File: src/rtl/dest_reg_tracker_pkg.sv
// Shared pipeline definitions for the destination-register tracker.
// Provides the register address width, the hard-wired zero register
// number, the ALU forward-select encodings and the history entry type.
package pipe_pkg;

    localparam int unsigned REG_AW = 5;

    localparam logic [REG_AW-1:0] REG_ZERO = 5'd0;

    localparam logic [1:0] FWD_RF  = 2'b00;
    localparam logic [1:0] FWD_MEM = 2'b10;
    localparam logic [1:0] FWD_WB  = 2'b01;

    // One slot of the EX/MEM or MEM/WB destination history.
    typedef struct packed {
        logic [REG_AW-1:0] dst;
        logic              reg_write;
    } dst_entry_t;

endpackage

File: src/rtl/dest_reg_tracker_if.sv
// Bus between the EX/ID pipeline control and the destination-register tracker.
// master: the pipeline side, which drives the EX/ID register numbers and
//         qualifiers and consumes the forward selects, stall and history.
// slave:  the tracker itself.
// Signals:
//   ex_dst, ex_valid, ex_reg_write, ex_mem_read  EX instruction destination/qualifiers
//   ex_rs, ex_rt                                 EX source registers
//   id_rs, id_rt, id_uses_rt                     ID source registers
//   flush                                        squash the EX instruction
//   forward_a, forward_b                         ALU operand selects
//   stall                                        load-use hold
//   mem_dst, wb_dst, wb_reg_write                registered history
//   stall_count                                  saturating stall-event count
interface dest_reg_tracker_if #(
    parameter int unsigned REG_AW = 5,
    parameter int unsigned CNT_W  = 16
);

    logic [REG_AW-1:0] ex_dst;
    logic              ex_valid;
    logic              ex_reg_write;
    logic              ex_mem_read;
    logic [REG_AW-1:0] ex_rs;
    logic [REG_AW-1:0] ex_rt;
    logic [REG_AW-1:0] id_rs;
    logic [REG_AW-1:0] id_rt;
    logic              id_uses_rt;
    logic              flush;

    logic [1:0]        forward_a;
    logic [1:0]        forward_b;
    logic              stall;
    logic [REG_AW-1:0] mem_dst;
    logic [REG_AW-1:0] wb_dst;
    logic              wb_reg_write;
    logic [CNT_W-1:0]  stall_count;

    modport master (
        output ex_dst, ex_valid, ex_reg_write, ex_mem_read,
        output ex_rs, ex_rt, id_rs, id_rt, id_uses_rt, flush,
        input  forward_a, forward_b, stall,
        input  mem_dst, wb_dst, wb_reg_write, stall_count
    );

    modport slave (
        input  ex_dst, ex_valid, ex_reg_write, ex_mem_read,
        input  ex_rs, ex_rt, id_rs, id_rt, id_uses_rt, flush,
        output forward_a, forward_b, stall,
        output mem_dst, wb_dst, wb_reg_write, stall_count
    );

endinterface

File: src/rtl/dest_reg_tracker_fwd_select.sv
// Forward-select for one ALU operand.
// Ports:
//   src       source register read by the EX instruction
//   mem_entry EX/MEM history entry
//   wb_entry  MEM/WB history entry
//   sel       2-bit operand select (regfile / EX/MEM / MEM/WB)
module fwd_select
    import pipe_pkg::*;
(
    input  logic [REG_AW-1:0] src,
    input  dst_entry_t        mem_entry,
    input  dst_entry_t        wb_entry,
    output logic [1:0]        sel
);

    // The younger producer (MEM) wins when both stages write the same register.
    always_comb begin
        sel = FWD_RF;
        if (mem_entry.reg_write && (mem_entry.dst != REG_ZERO) && (mem_entry.dst == src)) begin
            sel = FWD_MEM;
        end else if (wb_entry.reg_write && (wb_entry.dst != REG_ZERO) && (wb_entry.dst == src)) begin
            sel = FWD_WB;
        end
    end

endmodule

File: src/rtl/dest_reg_tracker.sv
// Destination-register tracker.
// Carries the EX destination register and its write qualifier through a
// two-entry history (EX/MEM, MEM/WB), derives the ALU forward selects from
// it, raises the one-cycle load-use stall and counts stall events with a
// saturating counter.
// Ports:
//   clk  pipeline clock, rising edge
//   rst  synchronous active-high reset
//   bus  tracker side of dest_reg_tracker_if (EX/ID inputs, selects, stall,
//        history and stall_count outputs)
module dest_reg_tracker
    import pipe_pkg::*;
#(
    parameter int unsigned REG_AW = pipe_pkg::REG_AW,
    parameter int unsigned CNT_W  = 16
) (
    input  logic                clk,
    input  logic                rst,
    dest_reg_tracker_if.slave   bus
);

    localparam logic [CNT_W-1:0] CNT_ONE = 1;

    dst_entry_t        mem_q;
    dst_entry_t        wb_q;
    logic [CNT_W-1:0]  cnt_q;
    logic              stall_c;
    logic [REG_AW-1:0] ex_dst;

    assign ex_dst = bus.ex_dst;

    // A load in EX whose target is read by the instruction in ID must hold
    // one cycle; a flushed load never causes a stall.
    always_comb begin
        stall_c = bus.ex_valid && bus.ex_mem_read && bus.ex_reg_write && !bus.flush
                  && (ex_dst != REG_ZERO)
                  && ((ex_dst == bus.id_rs) || (bus.id_uses_rt && (ex_dst == bus.id_rt)));
    end

    // The history advances every cycle, stall included; the bubble arrives
    // through ex_valid=0 on the following cycle.
    always_ff @(posedge clk) begin
        if (rst) begin
            mem_q <= '0;
            wb_q  <= '0;
            cnt_q <= '0;
        end else begin
            mem_q.dst       <= ex_dst;
            mem_q.reg_write <= bus.ex_reg_write && bus.ex_valid && !bus.flush;
            wb_q            <= mem_q;
            if (stall_c && (cnt_q != '1)) begin
                cnt_q <= cnt_q + CNT_ONE;
            end
        end
    end

    fwd_select u_fwd_a (
        .src       (bus.ex_rs),
        .mem_entry (mem_q),
        .wb_entry  (wb_q),
        .sel       (bus.forward_a)
    );

    fwd_select u_fwd_b (
        .src       (bus.ex_rt),
        .mem_entry (mem_q),
        .wb_entry  (wb_q),
        .sel       (bus.forward_b)
    );

    assign bus.stall        = stall_c;
    assign bus.mem_dst      = mem_q.dst;
    assign bus.wb_dst       = wb_q.dst;
    assign bus.wb_reg_write = wb_q.reg_write;
    assign bus.stall_count  = cnt_q;

endmodule

File: src/flat_wrapper.sv
// flat-port wrapper written by rule: the top's interface ports become plain ports
module dest_reg_tracker_flat import pipe_pkg::*;
#(
    parameter int unsigned REG_AW = pipe_pkg::REG_AW,
    parameter int unsigned CNT_W  = 16
)
  (clk, rst, bus_ex_dst, bus_ex_valid, bus_ex_reg_write, bus_ex_mem_read, bus_ex_rs, bus_ex_rt, bus_id_rs, bus_id_rt, bus_id_uses_rt, bus_flush, bus_forward_a, bus_forward_b, bus_stall, bus_mem_dst, bus_wb_dst, bus_wb_reg_write, bus_stall_count);
  dest_reg_tracker_if #(.REG_AW(REG_AW), .CNT_W(CNT_W)) bus_i ();
  input  logic clk;
  input  logic rst;
  input wire logic [$bits(bus_i.ex_dst)-1:0] bus_ex_dst;
  input wire logic [$bits(bus_i.ex_valid)-1:0] bus_ex_valid;
  input wire logic [$bits(bus_i.ex_reg_write)-1:0] bus_ex_reg_write;
  input wire logic [$bits(bus_i.ex_mem_read)-1:0] bus_ex_mem_read;
  input wire logic [$bits(bus_i.ex_rs)-1:0] bus_ex_rs;
  input wire logic [$bits(bus_i.ex_rt)-1:0] bus_ex_rt;
  input wire logic [$bits(bus_i.id_rs)-1:0] bus_id_rs;
  input wire logic [$bits(bus_i.id_rt)-1:0] bus_id_rt;
  input wire logic [$bits(bus_i.id_uses_rt)-1:0] bus_id_uses_rt;
  input wire logic [$bits(bus_i.flush)-1:0] bus_flush;
  output wire logic [$bits(bus_i.forward_a)-1:0] bus_forward_a;
  output wire logic [$bits(bus_i.forward_b)-1:0] bus_forward_b;
  output wire logic [$bits(bus_i.stall)-1:0] bus_stall;
  output wire logic [$bits(bus_i.mem_dst)-1:0] bus_mem_dst;
  output wire logic [$bits(bus_i.wb_dst)-1:0] bus_wb_dst;
  output wire logic [$bits(bus_i.wb_reg_write)-1:0] bus_wb_reg_write;
  output wire logic [$bits(bus_i.stall_count)-1:0] bus_stall_count;
  assign bus_i.ex_dst = bus_ex_dst;
  assign bus_i.ex_valid = bus_ex_valid;
  assign bus_i.ex_reg_write = bus_ex_reg_write;
  assign bus_i.ex_mem_read = bus_ex_mem_read;
  assign bus_i.ex_rs = bus_ex_rs;
  assign bus_i.ex_rt = bus_ex_rt;
  assign bus_i.id_rs = bus_id_rs;
  assign bus_i.id_rt = bus_id_rt;
  assign bus_i.id_uses_rt = bus_id_uses_rt;
  assign bus_i.flush = bus_flush;
  assign bus_forward_a = bus_i.forward_a;
  assign bus_forward_b = bus_i.forward_b;
  assign bus_stall = bus_i.stall;
  assign bus_mem_dst = bus_i.mem_dst;
  assign bus_wb_dst = bus_i.wb_dst;
  assign bus_wb_reg_write = bus_i.wb_reg_write;
  assign bus_stall_count = bus_i.stall_count;
  dest_reg_tracker #(.REG_AW(REG_AW), .CNT_W(CNT_W)) u_core (.clk(clk), .rst(rst), .bus(bus_i));
endmodule
File: config.mk
export PLATFORM = sky130hd
export DESIGN_NAME = dest_reg_tracker_flat
export DESIGN_NICKNAME = d
export VERILOG_FILES = /design/src/rtl/dest_reg_tracker_pkg.sv /design/src/rtl/dest_reg_tracker_if.sv /design/src/rtl/dest_reg_tracker_fwd_select.sv /design/src/rtl/dest_reg_tracker.sv /design/src/flat_wrapper.sv
export SDC_FILE = /design/constraint.sdc
export NUM_CORES = 1
export LEC_CHECK = 0
export ABC_AREA = 1
export ABC_CLOCK_PERIOD_IN_PS = 1300
export CAP_MARGIN = 20
export CORE_ASPECT_RATIO = 1.1
export CORE_MARGIN = 8
export CORE_UTILIZATION = 41
export DETAILED_ROUTE_END_ITERATION = 16
export HOLD_SLACK_MARGIN = 0.08
export PLACE_DENSITY_LB_ADDON = 0.2
export SYNTH_ARGS = -nofsm -noshare
export SYNTH_HDL_FRONTEND = slang
export SYNTH_SLANG_ARGS = --single-unit
File: constraint.sdc
create_clock -name clk -period 1.3 [get_ports clk]
set_input_delay 0.26 -clock clk [delete_from_list [all_inputs] [get_ports clk]]
set_output_delay 0.26 -clock clk [all_outputs]
set_load 0.1 [all_outputs]
== Yosys cells after proc, flatten, opt, wreduce, memory -nomap -nowiden ==
Cells that the tools add are included.

* Register bits: 28
* Input bits: 32
* Output and inout port bits: 32
* Logic and storage cells: 37

* Add/subtract/negate cells: 1
* Eq/ne operators: 7
* Mux-type cells: 4
* Reductions and logical operators: 20

{| class="wikitable"
|+ Operators with widths
! cell !! number
|-
| 5-bit equality test || 6
|-
| 16-bit by 1-bit adder with 16-bit output, second input constant || 1
|-
| 16-bit != test, second input constant || 1
|-
| 1-bit logical AND || 15
|-
| 5-bit nonzero test || 3
|-
| 2-bit two-way mux || 2
|-
| 1-bit two-way mux || 2
|-
| 1-bit zero test || 1
|-
| 1-bit logical OR || 1
|}

== Depth between registers and ports, before layout ==
Gate-level depths: netlist of run 1.

* Depth after elaboration: 6
* Mapped depth: 11
* Mapped depth without buffers: 11

== By module ==
From an unflattened synthesis of run 1, not the netlist that was laid out.

* Cells, all modules: 369
* Area total of the unflattened synthesis: 2098.3 um^2

{| class="wikitable"
|+ Modules (own cells, without submodules)
! module !! times used !! cells an instance !! area each (um^2) !! seq. area each (um^2)
|-
| dest_reg_tracker || 1 || 269 || 1670.4 || 560.5
|-
| fwd_select || 2 || 50 || 214.0 || 0.0
|}

== Worst setup path before layout of run 1 ==
No wires, ideal clock.

* Path kind: register to output
* Start: reg u_core.mem_q, in the netlist u_core.bus.mem_dst[2]
* End: out bus_forward_b[0]
* Data arrival time: 5.408 ns
* Required time: 1.040 ns
* Path slack: -4.368 ns
* Stages on the path, launching flop included: 6
* Path buffers: 0
* Path through: dfxtp_1 -> inv_1 -> nand3_1 -> o21ai_0 -> nor4_1 -> nor3_1

* Cells in the longest elaborated chain, start to end: 4
* Elaborated cells between the ends (all ways): 5

{| class="wikitable"
|+ RTL lines
! element !! line !! RTL
|-
| start: declaration || dest_reg_tracker.sv:24 || <nowiki>dst_entry_t mem_q;</nowiki>
|-
| 5-bit nonzero test || dest_reg_tracker_fwd_select.sv:19 || <nowiki>if (mem_entry.reg_write && (mem_entry.dst != REG_ZERO) && (mem_entry.dst == src)) begin</nowiki>
|-
| 1-bit logical AND || dest_reg_tracker_fwd_select.sv:19 ||
|-
| 1-bit logical AND * || dest_reg_tracker_fwd_select.sv:19 ||
|-
| 2-bit two-way mux * || dest_reg_tracker_fwd_select.sv:19 ||
|-
| end: declaration || flat_wrapper.sv:22 || <nowiki>output wire logic [$bits(bus_i.forward_b)-1:0] bus_forward_b;</nowiki>
|}

Mark *: on every way between the ends. The rest lies on a longest branch, timed or not.

== Worst setup path after layout of run 1 ==
* Start: in bus_ex_rs[1]
* End: out bus_forward_a[0]

* Cells in the longest elaborated chain, start to end: 4
* Elaborated cells between the ends (all ways): 6

{| class="wikitable"
|+ RTL lines
! element !! line !! RTL
|-
| start: declaration || flat_wrapper.sv:15 || <nowiki>input wire logic [$bits(bus_i.ex_rs)-1:0] bus_ex_rs;</nowiki>
|-
| 5-bit equality test || dest_reg_tracker_fwd_select.sv:21 || <nowiki>end else if (wb_entry.reg_write && (wb_entry.dst != REG_ZERO) && (wb_entry.dst == src)) begin</nowiki>
|-
| 1-bit logical AND || dest_reg_tracker_fwd_select.sv:21 ||
|-
| 1-bit two-way mux || dest_reg_tracker_fwd_select.sv:21 ||
|-
| 2-bit two-way mux * || dest_reg_tracker_fwd_select.sv:19 ||
|-
| end: declaration || flat_wrapper.sv:21 || <nowiki>output wire logic [$bits(bus_i.forward_a)-1:0] bus_forward_a;</nowiki>
|}

Marks and branches as above.

==> impl_metrics.yaml, run 1 <==
global_routing:
  grt.met3_usage_pct: 3.20
  overflow: 0
  top_usage_layer: "met2"
  antenna_found_initial: 0
  grt_max_degree: 16
  grt_pass1_vias: 2678
  grt_pass1_wl_mm: 12.6
  gr-usage-met1_pct: 24.0
  use_met2_pct: 41.9
  grt.total_usage_pct: 22.3
critical_path:
  startpoint: "bus_ex_rs[1]"
  startpoint_type: "input port"
  reg2reg_from: "u_core.bus.stall_count[7]"
  cp_cell_sequence: "clkdlybuf4s50_1, xor2_2, nor4_4, buf_4, nor2_4, buf_12"
  critPathArrivalTime_ns: 1.67
  worstSetupPathType: "in -> out"
  slowest_stage: "clkdlybuf4s50_1"
  crit_buf_inv: 3
  max_stage_delay_ns: 0.53
  critPathMaxFanout: 2
  cp.required_ns: 1.04
  cp_num_cells: 6
  worstSetupEndpointType: "primary output"
  rr_worst_depth: 10
  cpLargestDelayFamily: "buffers and inverters"
synth:
  syn_area_mm2: 0.00190
  synthCells: 297
  synth_cell_types: 28
  synth_edf_count: 0
  synth-seq-area-share_pct: 29.5
  ys_warn_count: 0
  avgSynthCellArea_um2: 6.40
  synthArstFlopShare_pct: 0
  syn-num-nets: 330
  ys_dominant_reg_cell: "dfxtp_1"
  synth_seq_cells: 28
sta:
  slew_viol_final: 0
  postLayoutSetupSlackWorst_ns: -0.629
  layout_min_cycle_time_ns: 1.93
  hold_viol: 0
  max_slew_margin_pct: 76.9
  fin_skew_ns: 0.00252
  tightest_slew_ns: 0.346
  rsz0062_at_grt: "yes"
  period_share_pct: 148
  fmax_ghz: 0.518
  setup_violations: 27
drt:
  first_pass_iters: 8
  drtIter0Drc: 445
  routed_via_density: 5.76
  vias: 2873
  ant_nets: 0
  wl_per_cell_um: 20.8
  drcViolationCount: 0
  finalWirelength_mm: 10.4
place:
  dp.cells: 469
  port_buffers: 63
  place_ws_ns: -0.718
  dpl.hpwl_mm: 4.93
  place_congestion: 0.862
floorplan:
  die_h_um: 87.4
  ios: 64
  core_mm2: 0.00455
  fp.dieW_um: 80.9
  die_area_mm2: 0.00707
  initial_core_util_pct: 41.7
  rows: 26
pwr:
  p_total_w: 0.00220
  power.density_mw_per_mm2: 525
  ir_drop_uv: 452
  p_leak_nw: 1.91
cts:
  cts_buffer_depth: 2
  htreeDepth: 1
  insertion_delay_ns: 0.28
  clk_pin_slew_ns: 0.10
  cts_hold_buf: 0
  cts_tree: "built"
  clockRootBuffer: "clkbuf_8"
  cts_sinks: 28
  cts_buffers: 3
hold_path:
  worstHoldPathCells: 2
  hold_class: "in -> reg"
  hp-start: "bus_flush"
final_layout:
  fill_cells: 172
  multiInputGateArea_mm2: 0.00152
  areaGrowthSynthToFinish_pct: 120
  drive_above_1_share_pct: 59.4
  regArea_um2: 646
  diodes: 0
  layout.nets: 477
  stdcell_count: 499
run:
  maxCapViolations: 0
run_status:
  status: "finished, violations left"
  failed_checks: "setup timing"
kinds of logic after synthesis:
| kind of cell | synth area share, % |
|---|---|
| and+or+nand+nor | 44.1 |
| DFF | 29.5 |
| xor gates and xnor gates | 10.6 |
| adders and majority gates | 0.659 |
| AOI/OAI and AO/OA | 2.17 |
| buffers and inverters | 12.9 |
cell type report:
class	instances	area share, %
clock buffers	4	1.32
repair buffers	151	40.4
inverters	45	4.70
well taps	56	1.68
multi-input cells	215	36.5
flip-flops and latches	28	15.4
repair_timing:
| item | in CTS | in global routing |
|---|---|---|
| endpoints found under the setup margin | 23 | 28 |
| pin swaps | 64 | 38 |
| gates cloned | 2 | 0 |
| setup buffers | 21 | 3 |
| gates resized for setup | 134 | 73 |
per-stage QoR:
step	util (%)	area, um^2	setup TNS (ns)	hold slack, ns
2_1_floorplan	-	2100	-9.41	0.313
3_3_place_gp	77.7	3540	-12.76	0.429
3_5_place_dp	77.7	3540	-13.70	0.435
4_1_cts	85.4	3890	-3.88	0.168
5_1_grt	91.8	4180	-7.93	0.151
6_report	91.8	4180	-6.81	0.163
cells in the mapped netlist (2+ instances only):
library cell	instances	area (um^2)
dfxtp_1	28	561
nor3_1	5	25.0
inv_1	39	146
o21ai_0	4	20.0
buf_2	2	10.0
nand3_1	23	115
clkbuf_1	2	7.51
nor4_1	2	12.5
inv_2	5	18.8
xnor2_1	14	123
nand2_1	73	274
xor2_1	9	78.8
nand3_4	2	35.0
buf_4	6	45.0
nand4_1	15	93.8
nand2_2	3	18.8
nor2_1	54	203
power by group:
group          internal, W  leakage (nW)  switching [W]  total, W
Clock             0.000272        0.0288       0.000308  0.000581
Combinational     0.000338          1.64       0.000410  0.000748
Sequential        0.000839         0.246      0.0000271  0.000866
worst paths after layout:
check	slack (ns)	end
worst min register to register	0.54	u_core.bus.wb_reg_write
worst min-delay path	0.16	u_core.mem_q[0]
worst max-delay path	-0.63	bus_forward_a[0]
worst max register to register	-0.34	u_core.bus.stall_count[14]
cells in the final DEF (no fill, tap or decap), types with 2 or more instances in the layout:
cell,instances
buf_4,69
nand2_1,51
buf_12,36
nor2_1,35
inv_1,29
buf_6,27
dfxtp_4,21
nand2_2,16
nand4_1,15
nor2_4,12
xnor2_1,11
nand3_1,11
inv_2,10
nand3_2,10
nor2_2,10
nand2_4,9
dlygate4sd2_1,7
buf_2,6
xor2_1,5
nand3_4,5
clkdlybuf4s50_1,5
dfxtp_2,5
xor2_2,4
nor3_1,4
clkbuf_8,4
inv_4,3
xnor2_2,3
o21ai_1,3
nor4_4,2
nor3_4,2
inv_8,2
dfxtp_1,2
registers in the layout, indices dropped and copies added, names as in the netlist:
signal / count
u_core.bus.wb_reg_write: 1
u_core.mem_q: 1
u_core.bus.wb_dst: 5
u_core.bus.mem_dst: 5
u_core.bus.stall_count: 16
routing by layer:
metal  routed length, um  vias up
li1                    -     1212
met1                3760     1356
met2                5190      232
met3                 900       73
met4                 541        0
met5                   0        -
(Power assumes the default switching activity.)
==> run 2, diff against run 1 <==
--- a/config.mk
+++ b/config.mk
@@ -14,6 +14,7 @@
 export DETAILED_ROUTE_END_ITERATION = 16
 export HOLD_SLACK_MARGIN = 0.08
 export PLACE_DENSITY_LB_ADDON = 0.2
+export SLEW_MARGIN = 25
 export SYNTH_ARGS = -nofsm -noshare
 export SYNTH_HDL_FRONTEND = slang
 export SYNTH_SLANG_ARGS = --single-unit
==> results of run 2 <==
The final DEF is identical to that of run 1; final timing and power are the same.
==> run 3, diff against run 2 <==
--- a/config.mk
+++ b/config.mk
@@ -7,13 +7,13 @@
 export LEC_CHECK = 0
 export ABC_AREA = 1
 export ABC_CLOCK_PERIOD_IN_PS = 1300
-export CAP_MARGIN = 20
 export CORE_ASPECT_RATIO = 1.1
 export CORE_MARGIN = 8
 export CORE_UTILIZATION = 41
 export DETAILED_ROUTE_END_ITERATION = 16
 export HOLD_SLACK_MARGIN = 0.08
 export PLACE_DENSITY_LB_ADDON = 0.2
+export SETUP_SLACK_MARGIN = 0.15
 export SLEW_MARGIN = 25
 export SYNTH_ARGS = -nofsm -noshare
 export SYNTH_HDL_FRONTEND = slang
==> impl_metrics.yaml, run 3 (synthesis results as in run 1) <==
run_status:
  status: "finished, violations left"
  failed_checks: "setup timing"
global_routing:
  grt_pass1_vias: 2965
  grt_max_degree: 24
  grt_pass1_wl_mm: 14.9
  overflow: 0
  antenna_found_initial: 1
  grt.total_usage_pct: 27.0
place:
  place_ws_ns: -0.756
  postPlaceCellArea_mm2: 0.00358
  place_congestion: 0.845
  dpl.hpwl_mm: 4.98
  port_buffers: 63
drt:
  wl_per_cell_um: 25.3
  routed_via_density: 6.14
  vias: 3099
  drtIter0Drc: 389
  ant_nets: 0
  first_pass_iters: 6
  drcViolationCount: 0
  finalWirelength_mm: 12.8
sta:
  period_share_pct: 156
  hold_viol: 0
  fin_skew_ns: 0.00880
  max_slew_margin_pct: 73.7
  slew_viol_final: 0
  postLayoutSetupSlackWorst_ns: -0.729
  rsz0062_at_grt: "yes"
  layout_min_cycle_time_ns: 2.03
  fmax_ghz: 0.493
  tightest_slew_ns: 0.392
  setup_violations: 29
pwr:
  internal-power_w: 0.00145
  comb_power_share_pct: 34.4
  power_frac_seq_pct: 38.9
  p_sw_w: 0.000769
  p_leak_nw: 1.96
  power.density_mw_per_mm2: 504
  ir_drop_uv: 726
  clkPwrFrac_pct: 26.7
  sw_frac_of_total_pct: 34.6
critical_path:
  startpoint_type: "register"
  max_stage_delay_ns: 0.38
  worstSetupPathType: "reg -> out"
  critPathMaxFanout: 3
  cp_cell_sequence: "buf_6, xnor2_1, nand3_1, nor4_4, buf_4, nor3_4, buf_12"
  slowest_stage: "dfxtp_4"
  worstSetupEndpointType: "primary output"
  critPathArrivalTime_ns: 1.77
  cp.required_ns: 1.04
cts:
  cts_hold_buf: 0
  cts_buffer_depth: 2
  cts_buffers: 3
  insertion_delay_ns: 0.30
  cts_tree: "built"
  cts_sinks: 28
  clockRootBuffer: "clkbuf_8"
  clk_pin_slew_ns: 0.11
  htreeDepth: 1
floorplan:
  ios: 64
  fp.dieW_um: 80.9
  core_mm2: 0.00455
  rows: 26
  initial_core_util_pct: 41.7
  die_h_um: 87.4
  die_area_mm2: 0.00707
run:
  maxCapViolations: 0
final_layout:
  largest_reg_flops: 16
  fill_cells: 85
  final_area_mm2: 0.00441
  drive_above_1_share_pct: 62.1
  layout.nets: 483
  areaGrowthSynthToFinish_pct: 132
  mostFrequentLayoutCells: "buf_6 (51), buf_4 (47), nand2_1 (46)"
  diodes: 0
  mostFrequentLayoutCell: "buf_6"
hold_path:
  hold_class: "in -> reg"
run 3: changes by cell type in the layout (fill, tap and decap cells not counted), sizes merged:
cell and change:
clkbuf -1, clkdlybuf4s15 +2, dlygate4sd2 +1, clkdlybuf4s50 -2, buf +7, nor2 -1
run 3: power groups by stage:
stage / combinational (W) / clock [W] / sequential, W
2_1_floorplan: 0.000242 / 0 / 0.000939
3_3_place_gp: 0.000578 / 0 / 0.000886
3_5_place_dp: 0.000592 / 0 / 0.000887
4_1_cts: 0.000642 / 0.000544 / 0.000859
5_1_grt: 0.000787 / 0.000633 / 0.000866
6_report: 0.000765 / 0.000593 / 0.000864
run 3: layout make-up:
cell class / count / area [um^2] / area share (%)
Inverter: 45 / 199 / 4.51
Multi-Input combinational cell: 214 / 1560 / 35.4
Timing Repair Buffer: 158 / 1870 / 42.4
Clock buffer: 4 / 55.1 / 1.25
Sequential cell: 28 / 654 / 14.8
Tap cell: 56 / 70.1 / 1.59
run 3: repair_timing:
action,in CTS,in global routing
cloned,1,0
pin swaps,60,44
resized for setup,185,65
buffers inserted,18,11
setup endpoints to repair,48,48
hold endpoints to repair,0,0
run 3: worst max-delay path: cells and delay by family (launching register included):
| family | cells | cell delay, ns |
|---|---|---|
| flops | 1 | 0.38 |
| buf+inv | 3 | 0.50 |
| xor+xnor | 1 | 0.13 |
| simple gates | 3 | 0.46 |
run 3: layer usage:
| metal | track usage (%) | part of all wire (%) |
|---|---|---|
| met4 | 12.7 | 8.7 |
| met2 | 46.9 | 48 |
| met1 | 31.0 | 32 |
| met5 | 0 | 0 |
| met3 | 4.55 | 11 |
run 3: stage by stage:
step | power (W) | hold slack [ns] | std cells | utilization [%] | TNS (ns)
final | 0.00222 | 0.150 | 505 | 96.8 | -9.03
after global routing | 0.00229 | 0.135 | 505 | 96.8 | -10.40
after CTS | 0.00205 | 0.152 | 494 | 90.0 | -4.54
after detailed placement | 0.00148 | 0.413 | 471 | 78.7 | -13.94
after global placement | 0.00146 | 0.407 | 471 | 78.7 | -12.83
after floorplan | 0.00118 | 0.313 | 297 | - | -9.41
run 3: worst paths after layout:
kind | start | end | slack [ns] | cells past startpoint
setup / recovery | u_core.bus.mem_dst[2] | bus_forward_b[0] | -0.73 | 7
setup reg to reg | u_core.bus.stall_count[6] | u_core.bus.stall_count[13] | -0.46 | 10
hold / removal | bus_flush | u_core.mem_q[0] | 0.15 | 2
hold reg to reg | u_core.bus.mem_dst[1] | u_core.bus.wb_dst[1] | 0.53 | 2
